### src/rtl/pulse_period_monitor.sv
// Period/lock checker for a periodic single-cycle strobe.
// Define PULSE_MON_SYNC_EN to add a 2-flop input synchronizer.
module pulse_period_monitor #(
  parameter int EXP_PERIOD = 11,
  parameter int TOL        = 0,
  parameter int LOCK_COUNT = 4,
  parameter int CNT_W      = 8
) (
  input  logic             clk,
  input  logic             rst,
  input  logic             pulse_in,
  input  logic             clear,
  output logic [CNT_W-1:0] period,
  output logic             period_valid,
  output logic             locked,
  output logic             err_early,
  output logic             err_late,
  output logic [7:0]       err_count
);

  localparam int GW = $clog2(LOCK_COUNT + 1);
  localparam logic [CNT_W-1:0] LO  = CNT_W'(EXP_PERIOD - TOL);
  localparam logic [CNT_W-1:0] HI  = CNT_W'(EXP_PERIOD + TOL);
  localparam logic [CNT_W-1:0] SAT = '1;
  localparam logic [CNT_W-1:0] ONE = CNT_W'(1);
  localparam logic [GW-1:0] LCK    = GW'(LOCK_COUNT);
  localparam logic [GW-1:0] LCK_M1 = GW'(LOCK_COUNT - 1);

  typedef enum logic [1:0] {
    S_IDLE,
    S_TRACK,
    S_LOCKED
  } state_t;

  state_t r_state, w_state_n;

  logic             w_pin;
  logic             w_edge;
  logic             r_pulse_d;
  logic [CNT_W-1:0] r_ivl, w_ivl_n;
  logic [CNT_W-1:0] r_period, w_period_n;
  logic             r_pv, w_pv_n;
  logic             r_locked, w_locked_n;
  logic             r_early, w_early_n;
  logic             r_late, w_late_n;
  logic [7:0]       r_errc, w_errc_n;
  logic [GW-1:0]    r_good, w_good_n;
  logic             r_missed, w_missed_n;

`ifdef PULSE_MON_SYNC_EN
  logic r_sync1, r_sync2;

  always_ff @(posedge clk or posedge rst) begin
    if (rst) begin
      r_sync1 <= 1'b0;
      r_sync2 <= 1'b0;
    end else if (clear) begin
      r_sync1 <= 1'b0;
      r_sync2 <= 1'b0;
    end else begin
      r_sync1 <= pulse_in;
      r_sync2 <= r_sync1;
    end
  end

  assign w_pin = r_sync2;
`else
  assign w_pin = pulse_in;
`endif

  assign w_edge = w_pin & ~r_pulse_d;

  always_ff @(posedge clk or posedge rst) begin
    if (rst) r_state <= S_IDLE;
    else if (clear) r_state <= S_IDLE;
    else r_state <= w_state_n;
  end

  always_comb begin
    w_state_n  = r_state;
    w_ivl_n    = r_ivl;
    w_period_n = r_period;
    w_pv_n     = 1'b0;
    w_early_n  = 1'b0;
    w_late_n   = 1'b0;
    w_good_n   = r_good;
    w_locked_n = r_locked;
    w_missed_n = r_missed;
    w_errc_n   = r_errc;
    unique case (r_state)
      S_IDLE: begin
        w_ivl_n = '0;
        if (w_edge) begin
          w_ivl_n   = ONE;
          w_state_n = S_TRACK;
        end
      end
      S_TRACK, S_LOCKED: begin
        w_ivl_n = (r_ivl == SAT) ? SAT : r_ivl + ONE;
        if (w_edge) begin
          w_ivl_n    = ONE;
          w_period_n = r_ivl;
          w_pv_n     = 1'b1;
          w_missed_n = 1'b0;
          if (r_ivl < LO) begin
            w_early_n  = 1'b1;
            w_good_n   = '0;
            w_locked_n = 1'b0;
            w_state_n  = S_TRACK;
          end else if (r_ivl > HI) begin
            // late edge already flagged by the timeout
            w_good_n  = '0;
            w_state_n = S_TRACK;
          end else if (r_good >= LCK_M1) begin
            w_good_n   = LCK;
            w_locked_n = 1'b1;
            w_state_n  = S_LOCKED;
          end else begin
            w_good_n = r_good + GW'(1);
          end
        end else if (r_ivl == HI && !r_missed) begin
          w_late_n   = 1'b1;
          w_missed_n = 1'b1;
          w_good_n   = '0;
          w_locked_n = 1'b0;
          w_state_n  = S_TRACK;
        end
      end
      default: w_state_n = S_IDLE;
    endcase
    if ((w_early_n || w_late_n) && r_errc != 8'hFF)
      w_errc_n = r_errc + 8'd1;
  end

  always_ff @(posedge clk or posedge rst) begin
    if (rst) begin
      r_pulse_d <= 1'b0;
      r_ivl     <= '0;
      r_period  <= '0;
      r_pv      <= 1'b0;
      r_locked  <= 1'b0;
      r_early   <= 1'b0;
      r_late    <= 1'b0;
      r_errc    <= '0;
      r_good    <= '0;
      r_missed  <= 1'b0;
    end else if (clear) begin
      r_pulse_d <= 1'b0;
      r_ivl     <= '0;
      r_period  <= '0;
      r_pv      <= 1'b0;
      r_locked  <= 1'b0;
      r_early   <= 1'b0;
      r_late    <= 1'b0;
      r_errc    <= '0;
      r_good    <= '0;
      r_missed  <= 1'b0;
    end else begin
      r_pulse_d <= w_pin;
      r_ivl     <= w_ivl_n;
      r_period  <= w_period_n;
      r_pv      <= w_pv_n;
      r_locked  <= w_locked_n;
      r_early   <= w_early_n;
      r_late    <= w_late_n;
      r_errc    <= w_errc_n;
      r_good    <= w_good_n;
      r_missed  <= w_missed_n;
    end
  end

  assign period       = r_period;
  assign period_valid = r_pv;
  assign locked       = r_locked;
  assign err_early    = r_early;
  assign err_late     = r_late;
  assign err_count    = r_errc;

endmodule

### config.mk
export PLATFORM = sky130hd
export DESIGN_NAME = pulse_period_monitor
export DESIGN_NICKNAME = d
export VERILOG_FILES = /design/src/rtl/pulse_period_monitor.sv
export SDC_FILE = /design/constraint.sdc
export NUM_CORES = 1
export LEC_CHECK = 0
export ABC_CLOCK_PERIOD_IN_PS = 3400
export CORE_AREA = 2 2 65 67
export CTS_CLUSTER_SIZE = 40
export DETAILED_ROUTE_END_ITERATION = 16
export DIE_AREA = 0 0 67 69
export MAX_ROUTING_LAYER = met4
export PLACE_DENSITY = 0.79
export SLEW_MARGIN = 20
export SYNTH_ARGS = -nofsm -noshare
export SYNTH_HDL_FRONTEND = slang
export SYNTH_SLANG_ARGS = --single-unit
export TNS_END_PERCENT = 50
### constraint.sdc
create_clock -name clk -period 3.4 [get_ports clk]
set_input_delay 0.68 -clock clk [delete_from_list [all_inputs] [get_ports clk]]
set_output_delay 0.68 -clock clk [all_outputs]
set_load 0.02 [all_outputs]
==> flow_summary.json, run 1 <==
{
  "cts-root-buf": "clkbuf_8",
  "syn_avg_cell_area_um2": 9.67,
  "grt_pass1_wl_um": 6470,
  "port_buffers": 23,
  "crit_type": "input pin to flip-flop",
  "avgRoutedWirePerCell_um": 14.1,
  "syn_inst": 193,
  "gp_congestion": 0.866,
  "r2r_slack_ns": 1.00,
  "synthDistinctLibCells": 48,
  "rsz0062_at_grt": "no",
  "status": "finished, final reports clean",
  "worst_pin_slew_ns": 0.810,
  "leakage_nw": 1.01,
  "fill_cells": 365,
  "synth_seq_cells": 35,
  "coreArea_um2": 3910,
  "drt_iter0_markers": 99,
  "max_slew_margin": 0.456,
  "final_util": 0.568,
  "hold_violations": 0,
  "fin_crit_sh": 0.766,
  "worstPathMaxFanout": 7,
  "cts_resized": 0,
  "cts_setup_buffers": 0,
  "die_h_um": 69,
  "rr_startpoint": "r_ivl[4]",
  "max_stage_delay_ns": 0.56,
  "cts_tree": "done",
  "ant_nets": 0,
  "ctsHoldBuffers": 0,
  "crit_required_ns": 3.61,
  "start_util": 0.477,
  "viasPerCell": 5.60,
  "whs_endpoint": "locked",
  "crit_chain": "clkdlybuf4s50_1 > nor2b_1 > nor4_1 > o21ai_1 > or4_1 > a21oi_1",
  "cts.sink_count": 35,
  "hpwl_um": 2700,
  "multi_input_comb_area_um2": 913,
  "min_path_type": "flip-flop to flip-flop",
  "fmax_mhz": 384,
  "seq_area_um2": 876,
  "ys_warn_count": 0,
  "final.setup_skew_ns": 0.00244,
  "vdd_drop_max_uv": 297,
  "grt_antenna_before_repair": 0,
  "yosys.area_share.simple": 0.209,
  "synth_xor_area_frac": 0.0235,
  "clockBufferDepth": 2,
  "synthMuxAreaShare": 0.0483,
  "n_antenna_cell": 0,
  "final_nets": 225,
  "cp_data_arrival_time_ns": 2.81,
  "fin_crit_ns": 2.60,
  "synth_compound_area_frac": 0.169,
  "grt_max_degree": 26,
  "cts-htree-levels": 2,
  "synthAdderAreaFrac": 0.0402,
  "synth_top_family_by_area": "simple AND/OR/NAND/NOR gates",
  "grt_use_total": 0.185,
  "synth-seq-area-share": 0.469,
  "grt_pass1_vias": 1411,
  "dr.pass1.iters": 4,
  "netlist_area_um2": 1870,
  "slowest_stage": "nor4_1",
  "finalSetupViolCount": 0,
  "drc_errors": 0,
  "maxCapViolCount": 0,
  "min_delay_path_depth": 1,
  "cp-startpoint": "pulse_in",
  "clock_latency_ns": 0.28,
  "via_count": 1485,
  "critPathLaunchType": "input pin",
  "setup-tns-final_ns": 0,
  "io_pins": 24,
  "routed_wl_um": 3750,
  "drive_gt1_frac": 0.0884,
  "endpoint_kind": "flip-flop",
  "min_from": "locked",
  "path_clk_slew_ns": 0.07,
  "synth_nets": 203,
  "drv_slew": 0,
  "die-area_um2": 4620,
  "area.growth.synth_to_final_pct": 19.1,
  "die_w_um": 67,
  "fp-row-count": 23,
  "reg2reg_depth": 5,
  "cts_inserted_buffers": 5,
  "power_density_nw_per_um2": 436,
  "overflow": 0,
  "hold_slack_ns": 0.519,
  "rr_endpoint": "r_state[1]"
}
worst max-delay path: cells and delay by family:
kind	cells	cell delay, ns
buf+inv	1	0.44
simple gates	3	1.25
compound gates	2	0.45
cell usage in the layout (no fill, tap or decap), types with 2 or more instances in the layout:
master and count:
or2_2 2, or3_1 2, ha_1 6, nand2b_1 2, nor2_1 20, dfrtp_1 35
buf_4 3, a21o_1 2, nand3_1 6, or4_1 4, inv_1 8, a211oi_1 3
and3_1 4, o211ai_1 2, mux2i_1 9, xor2_1 3, o31ai_1 4, a22o_1 2
nand2_1 11, clkdlybuf4s50_1 23, a21oi_1 14, clkbuf_8 6, nand4_1 2, nor3_1 6
nor2b_1 4, xnor2_1 2, o21ai_0 9
Yosys cell counts (all sizes together):
library cell  number  area (um^2)
nand4              2         12.5
a21boi             1         7.51
a41oi              1         8.76
inv                8         30.0
nor2              20         75.1
mux2i              9         90.1
o21bai             1         7.51
and3               4         25.0
o41ai              1         8.76
nor2b              4         25.0
dfrtp             35          876
a21oi             14         70.1
or4                5         41.3
nand3              6         30.0
nor4               1         6.26
o22ai              1         6.26
clkbuf             8         31.3
or3                3         20.0
and4               1         8.76
o21ai             10         50.0
ha                 6         75.1
buf                3         15.0
o2111ai            1         8.76
nand2             11         41.3
or2                2         12.5
o211ai             2         15.0
nand2b             2         12.5
a211oi             5         55.1
xnor2              2         17.5
and2               2         16.3
nand4b             1         8.76
o22a               1         8.76
nor3               7         46.3
nor3b              1         7.51
xor2               3         26.3
a22o               2         17.5
a31oi              1         6.26
o31ai              4         30.0
a21o               2         15.0
cell families (layout without fill, tap and decap cells):
group           Yosys count  after routing
flops                    35             35
mux                       9              9
xor+xnor                  5              5
buf+inv                  19             41
compound gates           47             47
simple gates             72             72
fa+ha+maj                 6              6
worst max-delay path by stage:
stage | cells after the start | endpoint | slack [ns]
floorplan | 6 | err_count[6] | 1.10
global placement | 6 | err_count[6] | 0.60
detailed placement | 6 | err_count[4] | 0.51
CTS | 6 | err_count[4] | 0.82
global route | 6 | err_count[4] | 0.66
finish | 6 | err_count[4] | 0.80
stage by stage:
stage               cells  cell area, um^2  setup slack, ns  power [mW]
detailed placement    258             2130            0.508       0.679
finish                265             2220            0.795       0.970
global placement      258             2130            0.599       0.677
floorplan             193             1870             1.10       0.626
global route          265             2220            0.657        1.03
CTS                   265             2220            0.824       0.978
routing by layer:
layer	vias up	track usage	wire (um)
met5	-	-	0
met4	0	0.0726	51
met3	7	0.0343	107
met2	29	0.268	1790
met1	718	0.254	1800
li1	731	-	-
power by group:
part	switching, mW	internal (mW)
Sequential	0.0178	0.436
Clock	0.138	0.159
Combinational	0.133	0.0867
sequential cells by signal, summed over array words and instances (netlist names):
name          count
period            8
r_missed          1
err_count         8
err_early         1
r_ivl             8
r_good            3
r_pulse_d         1
period_valid      1
err_late          1
r_state           2
locked            1
area by class of cell:
cell class,instances,area share
clock inverters,1,0.00225
clock buffers,6,0.0372
well taps,50,0.0282
flip-flops and latches,35,0.394
multi-input cells,139,0.411
inverters,8,0.0135
repair buffers,26,0.114
Note: power is estimated with default switching activity, not from simulation.
==> inputs of run 2 (changes only) <==
ABC_CLOCK_PERIOD_IN_PS = 2600   (was 3400)
clock period = 2.6 ns   (was 3.4 ns; I/O delays follow)
==> run 2 against run 1 <==
Sequential share of layout area decreased by 1.2 points. Clock power increased by 47%. Register-to-register slack got worse by 0.76 ns. Critical path depth decreased by 1. Sequential power increased by 31%. Final area increased by 3.1%. Die area unchanged. Hold slack got worse by 0.0018 ns. Via count increased by 3.3%.
==> flow_summary.json, run 2 (synthesized netlist as in run 1, its figures left out) <==
{
  "cpLargestDelayFamily": "simple AND/OR/NAND/NOR gates",
  "hpwl_um": 2830,
  "critPathLaunchType": "flip-flop",
  "worstPathMaxFanout": 7,
  "cts.sink_count": 35,
  "post-place-ws_ns": 0.246,
  "grt_antenna_before_repair": 0,
  "die_w_um": 67,
  "rr_endpoint": "r_state[1]",
  "comb_power_share": 0.230,
  "grt_pass1_vias": 1493,
  "p_switching_mw": 0.401,
  "cts_tree": "done",
  "finalSetupViolCount": 0,
  "drc_errors": 0,
  "cp_data_arrival_time_ns": 2.57,
  "crit_type": "flip-flop to flip-flop",
  "p_sw_frac": 0.300,
  "drt_iter0_markers": 63,
  "drv_slew": 0,
  "endpoint_kind": "flip-flop",
  "crit_required_ns": 2.82,
  "clock_latency_ns": 0.29,
  "fin_crit_ns": 2.36,
  "power_density_nw_per_um2": 583,
  "gp_congestion": 0.962,
  "routed_wl_um": 3940,
  "via_count": 1534,
  "path_clk_slew_ns": 0.07,
  "reg2reg_depth": 5,
  "fin_ws_ns": 0.242,
  "min_delay_path_depth": 2,
  "overflow": 0,
  "cts_inserted_buffers": 5,
  "start_util": 0.477,
  "hold_violations": 0,
  "ant_nets": 0,
  "seqPwrFrac": 0.444,
  "viasPerCell": 5.62,
  "rr_startpoint": "r_ivl[4]",
  "grt_max_degree": 36,
  "port_buffers": 23,
  "ctsHoldBuffers": 0,
  "final_nets": 232,
  "cts_resized": 0,
  "r2r_slack_ns": 0.24,
  "fmax_mhz": 424,
  "avgRoutedWirePerCell_um": 14.4,
  "fin_crit_sh": 0.907,
  "slowest_stage": "or4_1",
  "area.growth.synth_to_final_pct": 22.8,
  "die_h_um": 69,
  "n_antenna_cell": 0,
  "final_common_cell": "dfrtp_1",
  "setup-tns-final_ns": 0,
  "status": "finished, final reports clean",
  "power_frac_clock": 0.326,
  "io_pins": 24,
  "fill_cells": 354,
  "fp-row-count": 23,
  "rsz0062_at_grt": "no",
  "grt_use_total": 0.198,
  "max_stage_delay_ns": 0.68,
  "drive_gt1_frac": 0.121,
  "dr.pass1.iters": 4,
  "cts_setup_buffers": 0,
  "coreArea_um2": 3910,
  "whs_endpoint": "r_good[2]",
  "max_slew_margin": 0.705,
  "cts-root-buf": "clkbuf_8",
  "maxCapViolCount": 0,
  "most-common-layout-cells": "dfrtp_1, clkdlybuf4s50_1, nor2_1",
  "internal-power_mw": 0.935,
  "vdd_drop_max_uv": 406,
  "crit_chain": "or4_1 > or4_4 > and2_4 > a211oi_4 > mux2i_1",
  "min_path_type": "flip-flop to flip-flop",
  "grt_pass1_wl_um": 6930,
  "leakage_nw": 1.05,
  "min_from": "r_good[2]",
  "path_buf_inv": 0,
  "cts-htree-levels": 2,
  "clockBufferDepth": 2,
  "final.setup_skew_ns": 0.00407,
  "die-area_um2": 4620,
  "worst_pin_slew_ns": 0.442
}
==> run 2: changes by cell type in the layout (fill, tap and decap cells not counted) <==
| cell | delta |
|---|---|
| buf_4 | +7 |
| clkbuf_8 | +1 |
| clkinv_2 | -1 |
| clkinvlp_4 | +1 |
==> run 2: area by class of cell <==
class / instances / area [um^2] / share of cell area
multi-input combinational: 139 / 913 / 0.399
inverter: 8 / 30.0 / 0.0131
clock buffer: 7 / 96.3 / 0.0421
timing repair buffer: 33 / 305 / 0.133
tap: 50 / 62.6 / 0.0273
sequential: 35 / 876 / 0.382
clock inverter: 1 / 7.51 / 0.00328
==> run 2: metal layers <==
layer  global-route usage  routed length [um]  vias up
met5                    -                   0        -
met4               0.0771                  67        0
met3               0.0489                 150        6
met2                0.295                1870       30
met1                0.260                1860      748
li1                     -                   -      750
==> run 2: tightest hold or removal path, delay by kind of cell (launching register included) <==
| kind | cells | cell delay [ns] |
|---|---|---|
| AND/OR/NAND/NOR | 1 | 0.05 |
| flip-flops | 1 | 0.37 |
| AO/OA/AOI/OAI | 1 | 0.06 |
==> run 2: power groups by stage <==
stage               Clock [mW]  Sequential [mW]  Combinational (mW)
floorplan                    0            0.610               0.209
global placement             0            0.602               0.298
detailed placement           0            0.602               0.307
CTS                      0.448            0.593               0.308
global route             0.472            0.597               0.343
finish                   0.436            0.593               0.307
==> run 2: worst max path at each step <==
stage / from / to / cells after the start
6_report: r_ivl[4] / r_state[1] / 5
5_1_grt: r_ivl[4] / r_state[1] / 5
4_1_cts: r_ivl[4] / r_state[0] / 5
3_5_place_dp: r_ivl[4] / r_state[0] / 5
3_3_place_gp: r_ivl[4] / r_state[1] / 5
2_1_floorplan: r_ivl[4] / r_state[0] / 6
==> run 2: per-stage QoR <==
step | instance area [um^2] | hold slack [ns] | utilization | power (mW) | instances
3_3_place_gp | 2190 | 0.496 | 0.559 | 0.900 | 265
4_1_cts | 2290 | 0.520 | 0.585 | 1.35 | 273
6_report | 2290 | 0.517 | 0.585 | 1.34 | 273
3_5_place_dp | 2190 | 0.505 | 0.559 | 0.910 | 265
2_1_floorplan | 1870 | 0.473 | - | 0.819 | 193
5_1_grt | 2290 | 0.567 | 0.585 | 1.41 | 273
